### config.mk
export PLATFORM = sky130hd
export DESIGN_NAME = tlconv_a2axi_req
export DESIGN_NICKNAME = d
export VERILOG_FILES = /design/src/rtl/tlconv_a2axi_req_pkg.sv /design/src/rtl/tlconv_a2axi_req_info_fifo.sv /design/src/rtl/tlconv_a2axi_req.sv
export SDC_FILE = /design/constraint.sdc
export NUM_CORES = 1
export LEC_CHECK = 0
export ABC_AREA = 1
export BUFFER_PORTS_ARGS = -buffer_cell sky130_fd_sc_hd__buf_2
export CAP_MARGIN = 15
export CORE_UTILIZATION = 50
export CTS_CLUSTER_DIAMETER = 100
export DETAILED_ROUTE_END_ITERATION = 7
export PLACE_DENSITY = 0.81
export SYNTH_ARGS = -nofsm -noshare
export SYNTH_HDL_FRONTEND = slang
export SYNTH_SLANG_ARGS = --single-unit
### constraint.sdc
create_clock -name clk -period 2.7 [get_ports clk]
set_input_delay 0.135 -clock clk [delete_from_list [all_inputs] [get_ports clk]]
set_output_delay 0.135 -clock clk [all_outputs]
set_load 0.05 [all_outputs]
### src/rtl/tlconv_a2axi_req_pkg.sv
// Shared TileLink / AXI encodings, info-field helpers and FSM state type for
// the TL-A to AXI request converter.
package tlconv_a2axi_req_pkg;

    localparam int TL_BW_OPCODE = 3;
    localparam int TL_BW_PARAM  = 3;

    localparam logic [2:0] TL_OP_PUT_FULL    = 3'd0;
    localparam logic [2:0] TL_OP_PUT_PARTIAL = 3'd1;
    localparam logic [2:0] TL_OP_GET         = 3'd4;

    localparam logic [1:0] AXI_BURST_FIXED = 2'b00;
    localparam logic [1:0] AXI_BURST_INCR  = 2'b01;
    localparam logic [1:0] AXI_BURST_WRAP  = 2'b10;

    localparam logic [1:0] AXI_RESP_OKAY   = 2'b00;
    localparam logic [1:0] AXI_RESP_EXOKAY = 2'b01;
    localparam logic [1:0] AXI_RESP_SLVERR = 2'b10;
    localparam logic [1:0] AXI_RESP_DECERR = 2'b11;

    localparam int AXI_BW_ID = 4;

    // Info entry layout, MSB first: {opcode, param, size, source}
    localparam int INFO_BW_FIXED = TL_BW_OPCODE + TL_BW_PARAM;

    typedef enum logic [1:0] {
        ST_IDLE,
        ST_RADDR,
        ST_WADDR,
        ST_WDATA
    } state_t;

    // Transfers wider than 256 beats cannot be expressed as one INCR burst;
    // they saturate at the AXI maximum.
    function automatic logic [7:0] axi_len(input int unsigned size, input int unsigned lg_bytes);
        int unsigned sh;
        if (size <= lg_bytes) return 8'd0;
        sh = size - lg_bytes;
        if (sh >= 32'd8) return 8'hFF;
        return 8'((32'd1 << sh) - 32'd1);
    endfunction

    function automatic logic [2:0] axi_size(input int unsigned size, input int unsigned lg_bytes);
        return (size < lg_bytes) ? 3'(size) : 3'(lg_bytes);
    endfunction

endpackage

### src/rtl/tlconv_a2axi_req_info_fifo.sv
// Small synchronous FIFO carrying per-request TileLink info alongside the
// AXI transaction so the response side can rebuild the D-channel header.
module tlconv_info_fifo #(
    parameter int BW_INFO = 14,
    parameter int DEPTH   = 4
) (
    input  logic               clk,
    input  logic               rstnn,
    input  logic               push,
    input  logic [BW_INFO-1:0] push_data,
    input  logic               pop,
    output logic               valid,
    output logic               full,
    output logic [BW_INFO-1:0] data
);

    localparam int BW_PTR = (DEPTH > 1) ? $clog2(DEPTH) : 1;
    localparam int BW_CNT = $clog2(DEPTH + 1);

    logic [BW_INFO-1:0] mem [DEPTH];
    logic [BW_PTR-1:0]  rd_ptr;
    logic [BW_PTR-1:0]  wr_ptr;
    logic [BW_CNT-1:0]  cnt;
    logic               do_push;
    logic               do_pop;

    function automatic logic [BW_PTR-1:0] next_ptr(input logic [BW_PTR-1:0] p);
        return (p == BW_PTR'(DEPTH - 1)) ? '0 : p + BW_PTR'(1);
    endfunction

    assign valid = (cnt != '0);
    assign full  = (cnt == BW_CNT'(DEPTH));
    assign data  = mem[rd_ptr];

    // A pop frees the slot the simultaneous push needs, even when full.
    assign do_pop  = pop && valid;
    assign do_push = push && (!full || do_pop);

    always_ff @(posedge clk or negedge rstnn) begin
        if (!rstnn) begin
            rd_ptr <= '0;
            wr_ptr <= '0;
            cnt    <= '0;
        end else begin
            if (do_push) wr_ptr <= next_ptr(wr_ptr);
            if (do_pop)  rd_ptr <= next_ptr(rd_ptr);
            case ({do_push, do_pop})
                2'b10:   cnt <= cnt + BW_CNT'(1);
                2'b01:   cnt <= cnt - BW_CNT'(1);
                default: cnt <= cnt;
            endcase
        end
    end

    always_ff @(posedge clk) begin
        if (do_push) mem[wr_ptr] <= push_data;
    end

endmodule

### src/rtl/tlconv_a2axi_req.sv
// TileLink A-channel to AXI AR/AW/W request converter. One request in flight;
// per-request TL info is queued for the response converter.
//
// state   | meaning
// IDLE    | waiting for a TL-A request; drops unsupported opcodes
// RADDR   | AR presented, waiting for rxarready
// WADDR   | AW presented, first Put beat held upstream
// WDATA   | Put beats passed straight through to W until wlast
module tlconv_a2axi_req
    import tlconv_a2axi_req_pkg::*;
#(
    parameter int BW_ADDR    = 32,
    parameter int BW_DATA    = 64,
    parameter int BW_SIZE    = 4,
    parameter int BW_SOURCE  = 4,
    parameter int INFO_DEPTH = 4
) (
    input  logic                                clk,
    input  logic                                rstnn,

    input  logic                                sxa_valid,
    input  logic [2:0]                          sxa_opcode,
    input  logic [2:0]                          sxa_param,
    input  logic [BW_SIZE-1:0]                  sxa_size,
    input  logic [BW_SOURCE-1:0]                sxa_source,
    input  logic [BW_ADDR-1:0]                  sxa_address,
    input  logic [BW_DATA/8-1:0]                sxa_mask,
    input  logic [BW_DATA-1:0]                  sxa_data,
    output logic                                sxa_ready,

    output logic                                rxawvalid,
    output logic [AXI_BW_ID-1:0]                rxawid,
    output logic [BW_ADDR-1:0]                  rxawaddr,
    output logic [7:0]                          rxawlen,
    output logic [2:0]                          rxawsize,
    output logic [1:0]                          rxawburst,
    input  logic                                rxawready,

    output logic                                rxwvalid,
    output logic [BW_DATA-1:0]                  rxwdata,
    output logic [BW_DATA/8-1:0]                rxwstrb,
    output logic                                rxwlast,
    input  logic                                rxwready,

    output logic                                rxarvalid,
    output logic [AXI_BW_ID-1:0]                rxarid,
    output logic [BW_ADDR-1:0]                  rxaraddr,
    output logic [7:0]                          rxarlen,
    output logic [2:0]                          rxarsize,
    output logic [1:0]                          rxarburst,
    input  logic                                rxarready,

    output logic                                rinfo_valid,
    output logic [6+BW_SIZE+BW_SOURCE-1:0]      rinfo,
    input  logic                                rinfo_pop,
    output logic                                winfo_valid,
    output logic [6+BW_SIZE+BW_SOURCE-1:0]      winfo,
    input  logic                                winfo_pop,

    output logic                                err_unsupported
);

    localparam int          BW_INFO  = INFO_BW_FIXED + BW_SIZE + BW_SOURCE;
    localparam int unsigned LG_BYTES = $clog2(BW_DATA / 8);

    state_t               state;
    logic                 run;
    logic [2:0]           hdr_opcode;
    logic [2:0]           hdr_param;
    logic [BW_SIZE-1:0]   hdr_size;
    logic [BW_SOURCE-1:0] hdr_source;
    logic [BW_ADDR-1:0]   ax_addr;
    logic [7:0]           ax_len;
    logic [2:0]           ax_size;
    logic                 ar_valid;
    logic                 aw_valid;
    logic                 err_pulse;
    logic [7:0]           beat_cnt;

    logic                 op_get;
    logic                 op_put;
    logic                 op_bad;
    logic                 idle;
    logic                 accept_get;
    logic                 accept_put;
    logic                 accept_bad;
    logic                 ar_fire;
    logic                 aw_fire;
    logic                 w_active;
    logic                 w_fire;
    logic                 w_last;
    logic                 rinfo_full;
    logic                 winfo_full;
    logic [BW_INFO-1:0]   hdr_info;

    always_comb begin
        op_get     = (sxa_opcode == TL_OP_GET);
        op_put     = (sxa_opcode == TL_OP_PUT_FULL) || (sxa_opcode == TL_OP_PUT_PARTIAL);
        op_bad     = !op_get && !op_put;
        idle       = run && (state == ST_IDLE);
        accept_get = idle && sxa_valid && op_get && !rinfo_full;
        accept_put = idle && sxa_valid && op_put && !winfo_full;
        accept_bad = idle && sxa_valid && op_bad;
        ar_fire    = ar_valid && rxarready;
        aw_fire    = aw_valid && rxawready;
        w_active   = (state == ST_WDATA);
        w_fire     = w_active && sxa_valid && rxwready;
        w_last     = (beat_cnt == 8'd0);
        hdr_info   = {hdr_opcode, hdr_param, hdr_size, hdr_source};
    end

    // Puts are never consumed in IDLE: the first beat stays on the bus until
    // WDATA so address and data phases see the same header.
    always_comb begin
        sxa_ready = 1'b0;
        case (state)
            ST_IDLE:  if (run) sxa_ready = op_get ? !rinfo_full : op_bad;
            ST_WDATA: sxa_ready = rxwready;
            default:  sxa_ready = 1'b0;
        endcase
    end

    always_ff @(posedge clk or negedge rstnn) begin
        if (!rstnn) begin
            state      <= ST_IDLE;
            run        <= 1'b0;
            hdr_opcode <= '0;
            hdr_param  <= '0;
            hdr_size   <= '0;
            hdr_source <= '0;
            ax_addr    <= '0;
            ax_len     <= '0;
            ax_size    <= '0;
            ar_valid   <= 1'b0;
            aw_valid   <= 1'b0;
            err_pulse  <= 1'b0;
            beat_cnt   <= '0;
        end else begin
            run       <= 1'b1;
            err_pulse <= accept_bad;
            case (state)
                ST_IDLE: begin
                    if (accept_get || accept_put) begin
                        hdr_opcode <= sxa_opcode;
                        hdr_param  <= sxa_param;
                        hdr_size   <= sxa_size;
                        hdr_source <= sxa_source;
                        ax_addr    <= sxa_address;
                        ax_len     <= axi_len(32'(sxa_size), LG_BYTES);
                        ax_size    <= axi_size(32'(sxa_size), LG_BYTES);
                        beat_cnt   <= axi_len(32'(sxa_size), LG_BYTES);
                        if (accept_get) begin
                            state    <= ST_RADDR;
                            ar_valid <= 1'b1;
                        end else begin
                            state    <= ST_WADDR;
                            aw_valid <= 1'b1;
                        end
                    end
                end
                ST_RADDR: begin
                    if (rxarready) begin
                        ar_valid <= 1'b0;
                        state    <= ST_IDLE;
                    end
                end
                ST_WADDR: begin
                    if (rxawready) begin
                        aw_valid <= 1'b0;
                        state    <= ST_WDATA;
                    end
                end
                ST_WDATA: begin
                    if (w_fire) begin
                        if (w_last) state <= ST_IDLE;
                        else        beat_cnt <= beat_cnt - 8'd1;
                    end
                end
                default: state <= ST_IDLE;
            endcase
        end
    end

    assign rxarvalid = ar_valid;
    assign rxarid    = '0;
    assign rxaraddr  = ax_addr;
    assign rxarlen   = ax_len;
    assign rxarsize  = ax_size;
    assign rxarburst = AXI_BURST_INCR;

    assign rxawvalid = aw_valid;
    assign rxawid    = '0;
    assign rxawaddr  = ax_addr;
    assign rxawlen   = ax_len;
    assign rxawsize  = ax_size;
    assign rxawburst = AXI_BURST_INCR;

    assign rxwvalid  = w_active && sxa_valid;
    assign rxwdata   = sxa_data;
    assign rxwstrb   = sxa_mask;
    assign rxwlast   = w_active && w_last;

    assign err_unsupported = err_pulse;

    tlconv_info_fifo #(
        .BW_INFO (BW_INFO),
        .DEPTH   (INFO_DEPTH)
    ) u_rinfo (
        .clk       (clk),
        .rstnn     (rstnn),
        .push      (ar_fire),
        .push_data (hdr_info),
        .pop       (rinfo_pop),
        .valid     (rinfo_valid),
        .full      (rinfo_full),
        .data      (rinfo)
    );

    tlconv_info_fifo #(
        .BW_INFO (BW_INFO),
        .DEPTH   (INFO_DEPTH)
    ) u_winfo (
        .clk       (clk),
        .rstnn     (rstnn),
        .push      (aw_fire),
        .push_data (hdr_info),
        .pop       (winfo_pop),
        .valid     (winfo_valid),
        .full      (winfo_full),
        .data      (winfo)
    );

endmodule

==> results of run 1 <==
[per-stage QoR]
| step | setup slack (ns) | util |
|---|---|---|
| global placement | 0.611 | 0.527 |
| floorplan | 0.386 | - |
| finish | 0.314 | 0.582 |
| global route | 0.0752 | 0.582 |
| CTS | 0.268 | 0.582 |
| detailed placement | 0.555 | 0.527 |
[metal layers]
| layer | up-vias | part of all wire | wire (um) |
|---|---|---|---|
| met2 | 251 | 0.48 | 9870 |
| met1 | 3100 | 0.43 | 8860 |
| met4 | 0 | 0.015 | 301 |
| li1 | 3101 | - | - |
| met3 | 29 | 0.071 | 1460 |
| met5 | - | 0 | 0 |
[kinds of logic (layout without fill, tap and decap cells)]
group / after synthesis / count (layout)
AOI/OAI and AO/OA: 145 / 145
xor gates and xnor gates: 8 / 8
adders and majority gates: 23 / 23
buffers and inverters: 216 / 323
DFF: 197 / 197
other: 2 / 13
and+or+nand+nor: 327 / 327
[critical path: stages, from the launching register on]
cell,delay [ns]
dfrtp_1,0.38
inv_1,0.13
ha_1,0.20
inv_1,0.05
nor2_1,0.14
nand2_1,0.13
nor2_1,0.14
nand2_1,0.12
nor3_2,0.22
buf_2,0.33
[where the power goes]
group          switching (W)  total [W]  internal, W
sequential          0.000758    0.00501      0.00425
combinational        0.00548    0.00706      0.00159
clock                0.00109    0.00247      0.00139
[placed cells by master, fill, tap and decap left out, types with 4 or more instances in the layout]
cell / n
nor2_1: 102
clkbuf_16: 18
o21ai_1: 9
ha_1: 21
xor2_1: 6
buf_2: 174
conb_1: 13
nand2_1: 184
nand3_1: 21
a21oi_1: 18
o21ai_0: 79
edfxtp_1: 112
buf_4: 15
nand2_2: 4
dlygate4sd3_1: 42
inv_1: 55
dfrtp_1: 85
a31oi_1: 4
o22ai_1: 29
[state kept, by name, indices dropped and copies added (netlist names), 3 cells and up]
signal / count
hdr_opcode: 3
beat_cnt: 8
hdr_param: 3
u_rinfo.mem: 56
u_rinfo.cnt: 3
u_winfo.cnt: 3
rxarlen: 8
hdr_size: 4
rxaraddr: 32
rxarsize: 3
u_winfo.mem: 56
hdr_source: 4
[area by class of cell]
cell class	count	area share
sequential	197	0.521
multi-input combinational	516	0.241
timing repair buffer	232	0.135
clock buffer	22	0.0461
tap	229	0.0272
inverter	59	0.0210
clock inverter	10	0.00879
[path summary, 6_finish.rpt]
path | slack (ns) | to | cells past startpoint
setup / recovery | 0.31 | rxwlast | 9
hold / removal | 0.01 | hdr_size[1] | 3
setup reg to reg | 0.52 | u_rinfo.cnt[2] | 8
hold reg to reg | 0.49 | u_winfo.cnt[0] | 1
max in group asynchronous | 1.80 | rxarsize[2] | 3
min in group asynchronous | 0.24 | rxarlen[4] | 2
[repair_timing]
action / 4_1_cts / 5_1_grt
buffers inserted: 0 / 0
hold buffers: 42 / 0
endpoints found under the hold margin: 79 / 0
==> summary.md, run 1 <==
| Metric | Value |
|---|---|
| Detailed-route via count | `6,481` |
| Total track usage | `0.221` |
| Unrepaired setup endpoints after global routing | `no` |
| Post-synthesis mux area share | `0` |
| Yosys warning total | `0` |
| Area Growth Syn to Fin | `13.5%` |
| CTS tree | `yes` |
| Die ar. | `0.0191 mm2` |
| Final WL | `20,500 um` |
| I/O pin total | `332` |
| EDFF count, synth | `112` |
| Main combinational cell family by area after synthesis | `simple AND/OR/NAND/NOR gates` |
| Met1 Usage GRT | `0.287` |
| Synth top cells by count | `184 x nand2_1, 128 x buf_4, 112 x edfxtp_1` |
| Post-layout min period | `2.39 ns` |
| Number of max-cap violations | `0` |
| Mapped Cells | `918` |
| H-tree depth | `4` |
| DR iter-0 viols | `472` |
| Setup violators final | `0` |
| Period Utilization, post-route | `0.884` |
| Routability cong. | `0.887` |
| Initial antenna violation count | `0` |
| Slew at the pin closest to its max-slew limit | `0.812 ns` |
| Post-CTS Resized | `0` |
| Die height | `138 um` |
| Total grt overflow | `0` |
| Share of cells above drive strength 1 | `0.229` |
| Number of buffers created by CTS | `17` |
| Area leader, netlist | `edfxtp_1` |
| Area taken by multi-input logic gates | `0.00253 mm2` |
| Top-count cell post-synth | `nand2_1` |
| Fillcell total | `1,460` |
| TNS Setup | `0 ns` |
| Vias per cell | `5.12` |
| Final slew viol count | `0` |
| Clk sinks | `197` |
| Post-detailed-route DRC marker count | `24` |
| Die Width | `138 um` |
| IR drop worst, VDD | `0.966 mV` |
| Critical path capture point type | `output pin` |
| Share of the yosys chip area belonging to registers | `0.592` |
| Post-synth ARST share | `0.431` |
| Worst endpoint required time | `2.57 ns` |
| Hold Slack | `0.0143 ns` |
| Synthesized area | `0.00928 mm2` |
| Yosys reg bits | `197` |
| Reg area | `0.00549 mm2` |
| Xor/xnor share of the synthesized area | `0.00755` |
| Post-DP HPWL | `13,100 um` |
| First-pass GRT wire length | `32,900 um` |
| Clock-pin transition on the worst setup and hold timing paths | `0.07 ns` |
| Post-synth cell types | `37` |
| Max-slew headroom | `0.458` |
| CTS root buf | `clkbuf_16` |
| Router iterations before antenna repair | `7` |
| PD cells | `1380 mW/mm2` |
| Worst Path Max Fanout | `4` |
| Startpoint Class | `register` |
| Fin area | `0.0105 mm2` |
| Adder-Cell Fraction of Synth Area | `0.0326` |
| Diodes inserted | `0` |
| Worst Path Arrival | `2.25 ns` |
| Share of the synthesized area in the top cell type | `0.362` |
| WL per Instance | `16.2 um` |
| CP startpoint | `beat_cnt[0]` |
| Pleak | `4.83 nW` |
| Failing checks | `design-rule violations` |
| Compound-Gate Fraction of Synth Area | `0.0843` |
| Hold Fails Final Rpt | `0` |
| Total Power | `0.0145 W` |
| Met2 Use GR | `0.358` |
| Most used DFF post-synth | `edfxtp_1` |
| Path type of the worst setup path | `reg -> out` |
| Synth top area cells | `edfxtp_1 36%, dfrtp_1 23%, buf_4 10%` |
| Initial Util | `0.513` |
| Number of global-route vias before repair | `6,363` |
| GR peak layer | `met2` |
| Worst-skew pair later-pin latency | `0.43 ns` |
| Placed Area | `0.00954 mm2` |
| Post-layout net count | `1,172` |
| Mean post-synth cell area | `10.1 um2` |
| Buffers added on ports | `175` |
| DRT antenna net count | `0` |
| Placed insts | `1,191` |
| Max Freq | `419 MHz` |
| HP Class | `in -> reg` |
| Largest net degree at the start of global routing | `60` |
| Clock buffer depth | `2` |
| Fin cells | `1,265` |
| Simple-gate area share of the yosys netlist | `0.143` |
| Worst r2r src | `u_rinfo.cnt[0]` |
| Status | `finished, violations left` |
| Site Rows | `49` |
| HP Start | `sxa_size[1]` |
| GR Layer Usage met3 | `0.0641` |
| Setup Skew | `0.0136 ns` |
| Core Footprint | `0.0181 mm2` |
Note: power is estimated with default switching activity, not from simulation.
==> run 2, diff against run 1 <==
BUFFER_PORTS_ARGS = -buffer_cell sky130_fd_sc_hd__buf_4   (was -buffer_cell sky130_fd_sc_hd__buf_2)
==> run 2 against run 1 <==
The run still ends with design-rule violations left. Largest cell class unchanged. Die area stayed put. Sequential share of layout area is 2.2 points lower. Flip-flop and latch count stayed put. Register-to-register slack worse by 0.02 ns. Total power is 3.7% higher. Clock power is 2% lower. Worst hold slack better by 0.015 ns. Sequential power hardly changed. Utilization is 2.6 points higher. Critical endpoint unchanged.
==> summary.md, run 2 (same netlist as run 1, synthesis figures left out) <==
| Metric | Value |
|---|---|
| Critical path capture point type | `output pin` |
| Detailed-route via count | `6,553` |
| IR drop worst, VDD | `0.961 mV` |
| Clock buffer depth | `2` |
| TNS Setup | `0 ns` |
| Largest net degree at the start of global routing | `60` |
| Worst Path Max Fanout | `4` |
| Hold Slack | `0.0289 ns` |
| Buffers added on ports | `175` |
| Worst endpoint required time | `2.57 ns` |
| Period Utilization, post-route | `0.876` |
| Worst-skew pair later-pin latency | `0.42 ns` |
| Path type of the worst setup path | `reg -> out` |
| Initial antenna violation count | `0` |
| Diodes inserted | `0` |
| Unrepaired setup endpoints after global routing | `no` |
| Setup bufs post-CTS | `0` |
| Initial Util | `0.513` |
| Router iterations before antenna repair | `7` |
| Clk sinks | `197` |
| Post-DP HPWL | `13,600 um` |
| Setup violators final | `0` |
| CP bufs+invs | `3` |
| GR Layer Usage met3 | `0.0610` |
| GR peak layer | `met2` |
| DR iter-0 viols | `428` |
| I/O pin total | `332` |
| Final WL | `20,500 um` |
| Site Rows | `49` |
| Area Growth Syn to Fin | `18.6%` |
| Final slew viol count | `0` |
| Placed insts | `1,193` |
| Share of cells above drive strength 1 | `0.232` |
| CTS root buf | `clkbuf_16` |
| Highest-count cells in the layout ignoring fill and taps | `191 x buf_4, 184 x nand2_1, 112 x edfxtp_1` |
| DRT antenna net count | `0` |
| CP Cell Sequence | `inv_1, ha_1, inv_1, nor2_1, nand2_1, nor2_1, nand2_1, nor3_2, buf_4` |
| Hold-fix buffers, CTS | `44` |
| Clock-pin transition on the worst setup and hold timing paths | `0.07 ns` |
| Fin util | `0.608` |
| Die Width | `138 um` |
| Post-detailed-route DRC marker count | `26` |
| Status | `finished, violations left` |
| Core Footprint | `0.0181 mm2` |
| Die ar. | `0.0191 mm2` |
| WL per Instance | `16.1 um` |
| Worst Path Arrival | `2.23 ns` |
| Routability cong. | `0.878` |
| Fin cells | `1,269` |
| Hold Fails Final Rpt | `0` |
| Die height | `138 um` |
| Number of global-route vias before repair | `6,376` |
| Max Freq | `423 MHz` |
| Max stage delay cell, worst path | `dfrtp_1` |
| Post-layout net count | `1,176` |
| Number of max-cap violations | `0` |
| Delay-heaviest family, CP | `simple AND/OR/NAND/NOR gates` |
| Slew at the pin closest to its max-slew limit | `0.854 ns` |
| HP Class | `in -> reg` |
| CTS tree | `yes` |
| H-tree depth | `4` |
| Max-slew headroom | `0.430` |
| Fillcell total | `1,438` |
| Met1 Usage GRT | `0.274` |
| Vias per cell | `5.16` |
| Number of buffers created by CTS | `17` |
| Total grt overflow | `0` |
| First-pass GRT wire length | `32,400 um` |
| PD cells | `1370 mW/mm2` |
| Post-layout min period | `2.37 ns` |
| Total track usage | `0.218` |
| Met2 Use GR | `0.366` |
| Failing checks | `design-rule violations` |
| Most common cell after layout, fill and taps aside | `buf_4` |
| Slowest cell delay on critical path | `0.39 ns` |
| Pleak | `4.96 nW` |
| Setup Skew | `0.0103 ns` |
| Startpoint Class | `register` |
| Post-CTS Resized | `0` |
-- run 2: final cells by class --
cell class / instances / area, um2 / area share
clock inverter: 14 / 138 / 0.0125
timing repair buffer: 236 / 1890 / 0.172
tap: 229 / 287 / 0.0260
clock buffer: 18 / 439 / 0.0399
sequential: 197 / 5490 / 0.499
multi-input combinational: 516 / 2530 / 0.230
inverter: 59 / 221 / 0.0201
-- run 2: metrics by stage --
step	setup WS [ns]	area [um2]	power, W
floorplan	0.386	9320	0.0109
global placement	0.603	9990	0.0125
detailed placement	0.525	9990	0.0127
CTS	0.323	11000	0.0152
global route	0.168	11000	0.0159
finish	0.335	11000	0.0151
-- run 2: power by group --
| group | internal, W | leakage (nW) | total [W] | switching, W |
|---|---|---|---|---|
| sequential | 0.00425 | 2.07 | 0.00503 | 0.000783 |
| clock | 0.00125 | 0.278 | 0.00242 | 0.00117 |
| combinational | 0.00214 | 2.61 | 0.00764 | 0.00550 |
| total | 0.00764 | 4.96 | 0.0151 | 0.00745 |
-- run 2: routing by layer --
layer / vias up / part of all wire / routed length, um
li1: 3111 / - / -
met1: 3133 / 0.42 / 8520
met2: 280 / 0.49 / 10000
met3: 29 / 0.082 / 1680
met4: 0 / 0.013 / 271
met5: - / 0 / 0
-- run 2: tightest hold or removal path: cells and delay by family --
kind | cells | cell delay [ns]
buffers and inverters | 1 | 0.10
AOI/OAI and AO/OA | 1 | 0.13
and+or+nand+nor | 1 | 0.05
-- run 2: final timing paths --
kind                                      from                 to  slack, ns  depth (start not counted)
worst max-delay path               beat_cnt[0]            rxwlast       0.33                          9
worst min-delay path               sxa_size[3]        rxarsize[0]       0.03                          3
worst max register to register  u_rinfo.cnt[1]     u_rinfo.cnt[2]       0.50                          9
worst min register to register  u_winfo.cnt[0]     u_winfo.cnt[0]       0.49                          1
max in group asynchronous                rstnn  u_rinfo.wr_ptr[1]       1.82                          3
min in group asynchronous                rstnn         rxarlen[5]       0.23                          2
==> run 3, diff against run 2 <==
CORE_UTILIZATION = 52   (was 50)
CTS_BUF_LIST = sky130_fd_sc_hd__clkbuf_2   (was unset)
PLACE_DENSITY = 0.87   (was 0.81)
==> run 3 against run 2 <==
The run now ends clean. Worst hold slack improved by 0.060 ns. Combinational power rose by 1%. First-iteration DRC count rose by 26%. Sequential share of layout area rose by 0.52 points. Non-clock buffer count rose by 17. Total power fell by 5.8%. Critical path depth did not move. Final area fell by 0.98%. Flip-flop and latch count did not move. Register-to-register slack got worse by 0.06 ns. Largest power group unchanged.
==> summary.md, run 3 (same netlist as run 1, synthesis figures left out) <==
| Metric | Value |
|---|---|
| Status | `finished clean` |
| Post-detailed-route DRC marker count | `0` |
| HP Class | `in -> reg` |
| Placed insts | `1,188` |
| CP startpoint | `beat_cnt[0]` |
| Path type of the worst setup path | `reg -> out` |
| Router iterations before antenna repair | `5` |
| Sw frac | `0.521` |
| Share of cells above drive strength 1 | `0.239` |
| Total grt overflow | `0` |
| Clock share of power | `0.101` |
| Number of max-cap violations | `0` |
| Hold Fails Final Rpt | `0` |
| Worst-skew pair later-pin latency | `0.78 ns` |
| Clock buffer depth | `2` |
| Post-DP HPWL | `13,400 um` |
| Clock-pin transition on the worst setup and hold timing paths | `0.31 ns` |
| Slew at the pin closest to its max-slew limit | `0.698 ns` |
| Post-layout net count | `1,193` |
| Startpoint Class | `register` |
| Area Growth Syn to Fin | `17.4%` |
| Die Width | `136 um` |
| DRT antenna net count | `0` |
| Largest net degree at the start of global routing | `60` |
| Highest-count cells in the layout ignoring fill and taps | `192 x buf_4, 183 x nand2_1, 112 x edfxtp_1` |
| Internal power | `0.00681 W` |
| Vias per cell | `5.25` |
| First-pass GRT wire length | `32,100 um` |
| Die ar. | `0.0184 mm2` |
| Number of global-route vias before repair | `6,428` |
| RR Endpoint | `u_rinfo.cnt[2]` |
| Pleak | `4.91 nW` |
| Placed Area | `0.00997 mm2` |
| PD cells | `1310 mW/mm2` |
| Combinational Power Share | `0.543` |
| Worst r2r path cells | `9` |
| Worst Path Max Fanout | `4` |
| Number of buffers created by CTS | `17` |
| Worst endpoint required time | `2.57 ns` |
| CTS tree | `yes` |
| Worst Path Arrival | `2.39 ns` |
| Max Freq | `397 MHz` |
| Routability cong. | `0.857` |
| Total track usage | `0.232` |
| Max-slew headroom | `0.531` |
| Clk sinks | `197` |
| Most common cell after layout, fill and taps aside | `buf_4` |
| Critical path capture point type | `output pin` |
| WL per Instance | `16.3 um` |
| Setup violators final | `0` |
| IR drop worst, VDD | `1.04 mV` |
| Initial Util | `0.535` |
| I/O pin total | `332` |
| Fin util | `0.628` |
| CTS root buf | `clkbuf_2` |
| Initial antenna violation count | `1` |
| Final slew viol count | `0` |
| Final WL | `20,900 um` |
| Setup Skew | `0.0497 ns` |
| Sequential power share | `0.355` |
| Site Rows | `48` |
| Period Utilization, post-route | `0.934` |
| DR iter-0 viols | `538` |
| Post-layout min period | `2.52 ns` |
| Core Footprint | `0.0174 mm2` |
| HP Start | `sxa_source[3]` |
| Die height | `136 um` |
| H-tree depth | `4` |
| Detailed-route via count | `6,737` |
| Critical Path Sink | `rxwlast` |
| Setup slack, reg-to-reg | `0.44 ns` |
| Fin area | `0.0109 mm2` |
| Fin cells | `1,283` |
| Worst r2r src | `u_rinfo.cnt[1]` |
| P_sw | `0.00741 W` |
| Buffers added on ports | `175` |
==> run 3: cell count changes in the layout (fill, tap and decap cells not counted), moves of 2 or more <==
| cell | delta |
|---|---|
| dfrtp_2 | +2 |
| dfrtp_1 | -2 |
| clkbuf_2 | +18 |
| dlygate4sd3_1 | +14 |
| nor2_1 | -2 |
| clkbuf_16 | -17 |
| nor2_2 | +2 |
| inv_1 | -4 |
| clkinv_4 | -3 |
| clkinvlp_4 | +3 |
| clkinv_8 | +2 |
==> run 3: per-stage QoR <==
step                       TNS (ns)  hold WS (ns)  power (W)  setup WS [ns]
after floorplan                   0        -0.161     0.0109          0.386
after global placement            0         0.181     0.0125          0.644
after detailed placement          0         0.185     0.0126          0.529
after CTS                  -0.00945       0.00582     0.0142       -0.00945
after global routing      -0.000368        0.0276     0.0149      -0.000368
final                             0        0.0893     0.0142          0.179
==> run 3: final cells by class <==
type | count | area (um2)
clock buffer | 18 | 90.1
fill | 1299 | 6460
antenna | 1 | 2.50
inverter | 59 | 233
multi-input combinational | 516 | 2550
sequential | 197 | 5490
tap | 225 | 282
timing repair buffer | 253 | 2080
clock inverter | 14 | 168
==> run 3: worst min path at each step <==
stage | to | slack [ns] | cells past startpoint
after CTS | rxaraddr[13] | 0.006 | 4
after detailed placement | beat_cnt[0] | 0.19 | 1
final | hdr_source[3] | 0.09 | 4
after global placement | rxarlen[4] | 0.18 | 1
after global routing | hdr_source[3] | 0.03 | 4
after floorplan | beat_cnt[0] | -0.16 | 0
==> run 3: layer usage <==
layer | vias to the layer above | wire, um | track usage
met4 | 0 | 362 | 0.0899
met2 | 372 | 10500 | 0.384
met1 | 3178 | 7940 | 0.283
met3 | 33 | 2140 | 0.0715
met5 | - | 0 | 0
li1 | 3154 | - | -
==> run 3: repair_timing <==
item / CTS / global route
hold buffers: 59 / 0
setup buffers: 0 / 3
endpoints found under the hold margin: 168 / 0
cloned: 0 / 0
resized for setup: 3 / 8
pin swaps: 0 / 2
setup endpoints to repair: 2 / 29
==> run 3: power groups by stage <==
| stage | combinational, W | clock, W | sequential, W |
|---|---|---|---|
| 2_1_floorplan | 0.00506 | 0 | 0.00584 |
| 3_3_place_gp | 0.00741 | 0 | 0.00504 |
| 3_5_place_dp | 0.00756 | 0 | 0.00507 |
| 4_1_cts | 0.00766 | 0.00147 | 0.00502 |
| 5_1_grt | 0.00821 | 0.00158 | 0.00516 |
| 6_report | 0.00772 | 0.00144 | 0.00505 |
==> run 3: worst max-delay path, stage by stage (launching register included) <==
cell	delay, ns
dfrtp_1	0.46
inv_2	0.09
ha_1	0.16
inv_1	0.05
nor2_2	0.09
nand2_1	0.10
nor2_2	0.15
nand2_2	0.10
nor3_4	0.21
buf_6	0.19
